**config.mk**
```make
export PLATFORM = sky130hd
export DESIGN_NAME = axi_burst_reader
export DESIGN_NICKNAME = d
export VERILOG_FILES = /design/src/rtl/axi_burst_reader.sv
export SDC_FILE = /design/constraint.sdc
export NUM_CORES = 1
export LEC_CHECK = 0
export BUFFER_PORTS_ARGS = -buffer_cell sky130_fd_sc_hd__buf_2
export CAP_MARGIN = 20
export CORE_MARGIN = 2
export CORE_UTILIZATION = 40
export CTS_BUF_LIST = sky130_fd_sc_hd__clkbuf_16
export CTS_CLUSTER_DIAMETER = 50
export DETAILED_ROUTE_END_ITERATION = 6
export PLACE_DENSITY = 0.82
export SLEW_MARGIN = 10
export SYNTH_ARGS = -nofsm -noshare
export SYNTH_HDL_FRONTEND = slang
export SYNTH_SLANG_ARGS = --single-unit
```
**constraint.sdc**
```tcl
create_clock -name clk -period 1.7 [get_ports clk]
set_clock_uncertainty 0.05 [all_clocks]
set_input_delay 0.085 -clock clk [delete_from_list [all_inputs] [get_ports clk]]
set_output_delay 0.085 -clock clk [all_outputs]
set_load 0.01 [all_outputs]
```
**src/rtl/axi_burst_reader.sv**
```systemverilog
// axi_burst_reader
//   Issues one AXI4 INCR read burst per accepted command and forwards the
//   returned beats onto a ready/valid stream with no added latency. Only one
//   burst is outstanding at a time. Protocol or response problems seen on the
//   R channel are collected into a sticky error flag that is reported with the
//   one-cycle completion pulse.
//
// Ports
//   clk, rst                 clock (rising edge), synchronous active-high reset
//   cmd_valid/ready          command handshake
//   cmd_addr/len/id          start byte address, beats minus one, AXI ID
//   m_axi_ar*                AXI4 read address channel (master side)
//   m_axi_r*                 AXI4 read data channel (master side)
//   out_data/last/valid      read data stream, out_ready is its backpressure
//   done                     one-cycle pulse after the final beat
//   err                      sticky burst error, cleared by the next command
module axi_burst_reader #(
    parameter int DATA_WIDTH = 32,
    parameter int ADDR_WIDTH = 16,
    parameter int ID_WIDTH   = 8
) (
    input  logic                  clk,
    input  logic                  rst,

    input  logic                  cmd_valid,
    output logic                  cmd_ready,
    input  logic [ADDR_WIDTH-1:0] cmd_addr,
    input  logic [7:0]            cmd_len,
    input  logic [ID_WIDTH-1:0]   cmd_id,

    output logic [ID_WIDTH-1:0]   m_axi_arid,
    output logic [ADDR_WIDTH-1:0] m_axi_araddr,
    output logic [7:0]            m_axi_arlen,
    output logic [2:0]            m_axi_arsize,
    output logic [1:0]            m_axi_arburst,
    output logic                  m_axi_arvalid,
    input  logic                  m_axi_arready,

    input  logic [ID_WIDTH-1:0]   m_axi_rid,
    input  logic [DATA_WIDTH-1:0] m_axi_rdata,
    input  logic [1:0]            m_axi_rresp,
    input  logic                  m_axi_rlast,
    input  logic                  m_axi_rvalid,
    output logic                  m_axi_rready,

    output logic [DATA_WIDTH-1:0] out_data,
    output logic                  out_last,
    output logic                  out_valid,
    input  logic                  out_ready,

    output logic                  done,
    output logic                  err
);

    localparam logic [2:0] ARSIZE = 3'($clog2(DATA_WIDTH / 8));

    typedef enum logic [1:0] {
        IDLE,
        ADDR,
        DATA
    } state_t;

    state_t                state_q;
    logic [ADDR_WIDTH-1:0] addr_q;
    logic [7:0]            len_q;
    logic [ID_WIDTH-1:0]   id_q;
    logic [7:0]            cnt_q;
    logic                  arvalid_q;
    logic                  done_q;
    logic                  err_q;

    logic in_data;
    logic cnt_zero;
    logic r_hs;
    logic beat_err;

    assign in_data  = (state_q == DATA) && !rst;
    assign cnt_zero = (cnt_q == '0);
    assign r_hs     = in_data && m_axi_rvalid && out_ready;

    // The burst length comes from the command, not from the slave: rlast is
    // only checked against the local beat count, never used to end the burst.
    assign beat_err = (m_axi_rresp != 2'b00) ||
                      (m_axi_rid != id_q) ||
                      (m_axi_rlast != cnt_zero);

    always_ff @(posedge clk) begin
        if (rst) begin
            state_q   <= IDLE;
            addr_q    <= '0;
            len_q     <= '0;
            id_q      <= '0;
            cnt_q     <= '0;
            arvalid_q <= 1'b0;
            done_q    <= 1'b0;
            err_q     <= 1'b0;
        end else begin
            done_q <= 1'b0;
            case (state_q)
                IDLE: begin
                    if (cmd_valid) begin
                        addr_q    <= cmd_addr;
                        len_q     <= cmd_len;
                        id_q      <= cmd_id;
                        err_q     <= 1'b0;
                        arvalid_q <= 1'b1;
                        state_q   <= ADDR;
                    end
                end
                ADDR: begin
                    if (m_axi_arready) begin
                        arvalid_q <= 1'b0;
                        cnt_q     <= len_q;
                        state_q   <= DATA;
                    end
                end
                DATA: begin
                    if (r_hs) begin
                        if (beat_err) begin
                            err_q <= 1'b1;
                        end
                        if (cnt_zero) begin
                            done_q  <= 1'b1;
                            state_q <= IDLE;
                        end else begin
                            cnt_q <= cnt_q - 8'd1;
                        end
                    end
                end
                default: state_q <= IDLE;
            endcase
        end
    end

    // Handshake and status outputs are masked while rst is high so that an
    // in-flight burst goes quiet in the reset cycle itself, not one later.
    assign cmd_ready     = (state_q == IDLE) && !rst;

    assign m_axi_arid    = id_q;
    assign m_axi_araddr  = addr_q;
    assign m_axi_arlen   = len_q;
    assign m_axi_arsize  = ARSIZE;
    assign m_axi_arburst = 2'b01;
    assign m_axi_arvalid = arvalid_q && !rst;

    assign m_axi_rready  = in_data && out_ready;
    assign out_valid     = in_data && m_axi_rvalid;
    assign out_data      = m_axi_rdata;
    assign out_last      = in_data && cnt_zero;

    assign done          = done_q && !rst;
    assign err           = err_q && !rst;

endmodule
```
==> key figures <==
Power
  – VDD IR max: roughly 550 uV
  – Sequential power share: between 40% and 50%
  – Combinational fraction of design power: 17.6%
  – Overall Power: ~2800 uW
  – Internal Power: slightly above 2000 uW
  – Cell Pwr Density: 896 mW/mm^2
  – Clock Power Share: about 40%
  – Psw: just over 700 uW
  – Switching Share: 25.9%
  – Leakage power total: 0.00141 uW

Routing
  – Starting DRT DRC Count: 151
  – Wire per inst: approximately 13 microns
  – ANT nets after route: 0
  – Vias per cell: between 4 and 5
  – Routed WL: 6.03 mm
  – Post-route DRC: 0
  – First-pass iteration count of the detailed router: 4
  – DR vias: 2262

Global route
  – Number of global-route vias before repair: ~2100
  – Initial antenna violation count: 0
  – Gr usage total: 18.5%
  – Gr ovfl total: 0
  – Largest net degree at the start of global routing: 24
  – First-pass GRT wire length: 9.49 mm

Timing
  – Ratio of final minimum period to clock period: 97.9%
  – Max Freq: between 600 and 700 MHz
  – Endpoints failing hold: 0
  – Final worst path period need: 1660 ps
  – Fin. max-slew vios: 0
  – # setup viols final: 0

Setup path
  – Critical Path Sink Type: output port
  – Worst-path maximum fanout: 6
  – Startpoint Class: flip-flop
  – Crit path kind: flip-flop to output port
  – Critical Path RT: 1560 ps
  – CP Data Arrival Time: 1530 ps

Placed design
  – # placed instances: 420
  – DP Wirelength: slightly above 4 mm
  – Input/output buffers: 87
  – GP Congestion: between 0.8 and 0.9

Worst hold path
  – Hold Crit Class: input pin to flip-flop

Yosys
  – FFs w/ async S/R, synth: 0%
  – Unique cell type count in the Yosys netlist: 36
  – Syn_area_per_cell: 7.68 sq um
  – Mapped Area: 0.00230 sq mm
  – Ys flop type: dfxtp_1
  – Post-synth EDFFs: 0
  – Cell taking the most area after synthesis: dfxtp_1
  – Seq/Total Area, Yosys: between 30% and 40%
  – Syn. warnings: 0
  – Synth Register Bits: 45
  – Cells after synthesis: 300
  – Largest cells by area after synthesis: dfxtp_1 (39%), nand2_1 (13%), buf_4 (12%)
  – Yosys top cell area share: 39.1%

Clock tree
  – Clock Latency Late Sink: between 200 and 300 ps
  – Clock Sinks: 45
  – CTS max path bufs: 2
  – Root Driver: clkbuf_16
  – Reg clk slew, reported paths: around 60 ps
  – CTS HTree Levels: 2
  – Cts bufs inserted: 5
  – TritonCTS clock tree: done

Layout
  – P&R area growth vs syn: 33.4%
  – Nets: 467
  – N_diodes: 0
  – Count of non-filler cells in the finished layout: 457
  – Commonest non-fill, non-tap cells in the layout: buf_2 (87), nand2_1 (79), a21oi_1 (45)
  – Most common cell after layout, fill and taps aside: buf_2
  – Fillcell total: 512
  – Share of cells above drive strength 1: a little over 30%

Floorplan
  – I/O pin total: about 160
  – Die ar.: around 0.0064 sq mm
  – Core box area: around 0.0055 sq mm
  – Die H: about 80 microns
  – Die extent in x: 79.9 microns
  – Initial Util: slightly above 40%
  – Cell Rows: 27

Outcome
  – Status: complete, no violations

Run
  – Max_cap viols: 0
[path summary, 6_finish.rpt]
| path | start | to | slack, ps | cells after the start |
|---|---|---|---|---|
| worst max-delay path | cnt_q[2] | out_last | 40 | 4 |
| worst min-delay path | cmd_len[7] | m_axi_arlen[7] | 6 | 3 |
| worst max register to register | cnt_q[2] | cnt_q[5] | 110 | 5 |
| worst min register to register | m_axi_araddr[15] | m_axi_araddr[15] | 400 | 2 |
[power groups by stage]
stage / clock (uW) / combinational (uW) / sequential (uW)
5_1_grt: 1170 / 537 / 1170
4_1_cts: 1130 / 472 / 1160
3_3_place_gp: 0 / 408 / 1180
3_5_place_dp: 0 / 418 / 1180
6_report: 1110 / 485 / 1160
2_1_floorplan: 0 / 308 / 1200
[layer usage]
metal,track usage [%],wire length (microns)
met1,22.0,2450
met2,32.0,3090
met3,3.73,347
met4,8.14,138
met5,0,0
[timing repair]
item | in CTS | in global routing
pin swaps | 0 | 2
setup endpoints to repair | 1 | 10
setup buffers | 0 | 0
endpoints found under the hold margin | 29 | 0
resized for setup | 1 | 6
hold buffers | 29 | 0
[sequential cells by signal (all words and copies together) (netlist names)]
name / count
m_axi_araddr: 16
cnt_q: 8
m_axi_arid: 8
m_axi_arlen: 8
state_q: 2
arvalid_q: 1
done_q: 1
err_q: 1
[synthesized netlist by cell type, types with 2 or more instances]
cell      number
nand2_1       79
a21oi_1       45
dfxtp_1       45
buf_4         37
clkbuf_1      13
nor2_1        12
o21ai_0       11
xor2_1         6
nor2b_1        5
nor3_1         5
inv_1          4
nand3_1        4
buf_6          3
nor4_1         3
xnor2_1        3
a31oi_1        2
conb_1         2
ha_1           2
nor3b_1        2
[critical path, cell delays in order, from the launching register on]
cell and delay, ps:
dfxtp_1 340, nor4_4 370, nand3_4 170, nor3_1 200, buf_2 170
[per-stage QoR]
| stage | setup TNS, ps | util, % | hold WS (ps) | area [sq um] | setup WS [ps] |
|---|---|---|---|---|---|
| after global routing | -9.37 | 55.5 | 17.0 | 3070 | -9.37 |
| after detailed placement | 0 | 46.4 | 120 | 2570 | 66.4 |
| after global placement | 0 | 46.4 | 120 | 2570 | 132 |
| after floorplan | 0 | - | 171 | 2310 | 153 |
| after CTS | 0 | 54.9 | 2.12 | 3040 | 24.3 |
| final | 0 | 55.5 | 6.21 | 3070 | 36.5 |
[cell type report]
class | instances | area (sq um) | share of cell area [%]
Multi-Input combinational cell | 200 | 1080 | 35.1
Sequential cell | 45 | 902 | 29.4
Timing Repair Buffer | 128 | 816 | 26.5
Clock buffer | 5 | 125 | 4.07
Tap cell | 72 | 90.1 | 2.93
Clock inverter | 3 | 46.3 | 1.51
Inverter | 4 | 15.0 | 0.489
[logic make-up (layout without fill, tap and decap cells)]
kind of cell / Yosys count / count (layout) / synth area share, %
compound gates: 65 / 65 / 15.8
xor+xnor: 9 / 9 / 3.42
fa+ha+maj: 2 / 2 / 1.09
buf+inv: 58 / 140 / 16.5
flops: 45 / 45 / 39.1
mux: 1 / 1 / 0.435
other cells: 2 / 5 / 0.326
simple gates: 118 / 118 / 23.4
No activity file was read; power rests on OpenSTA's default activity.
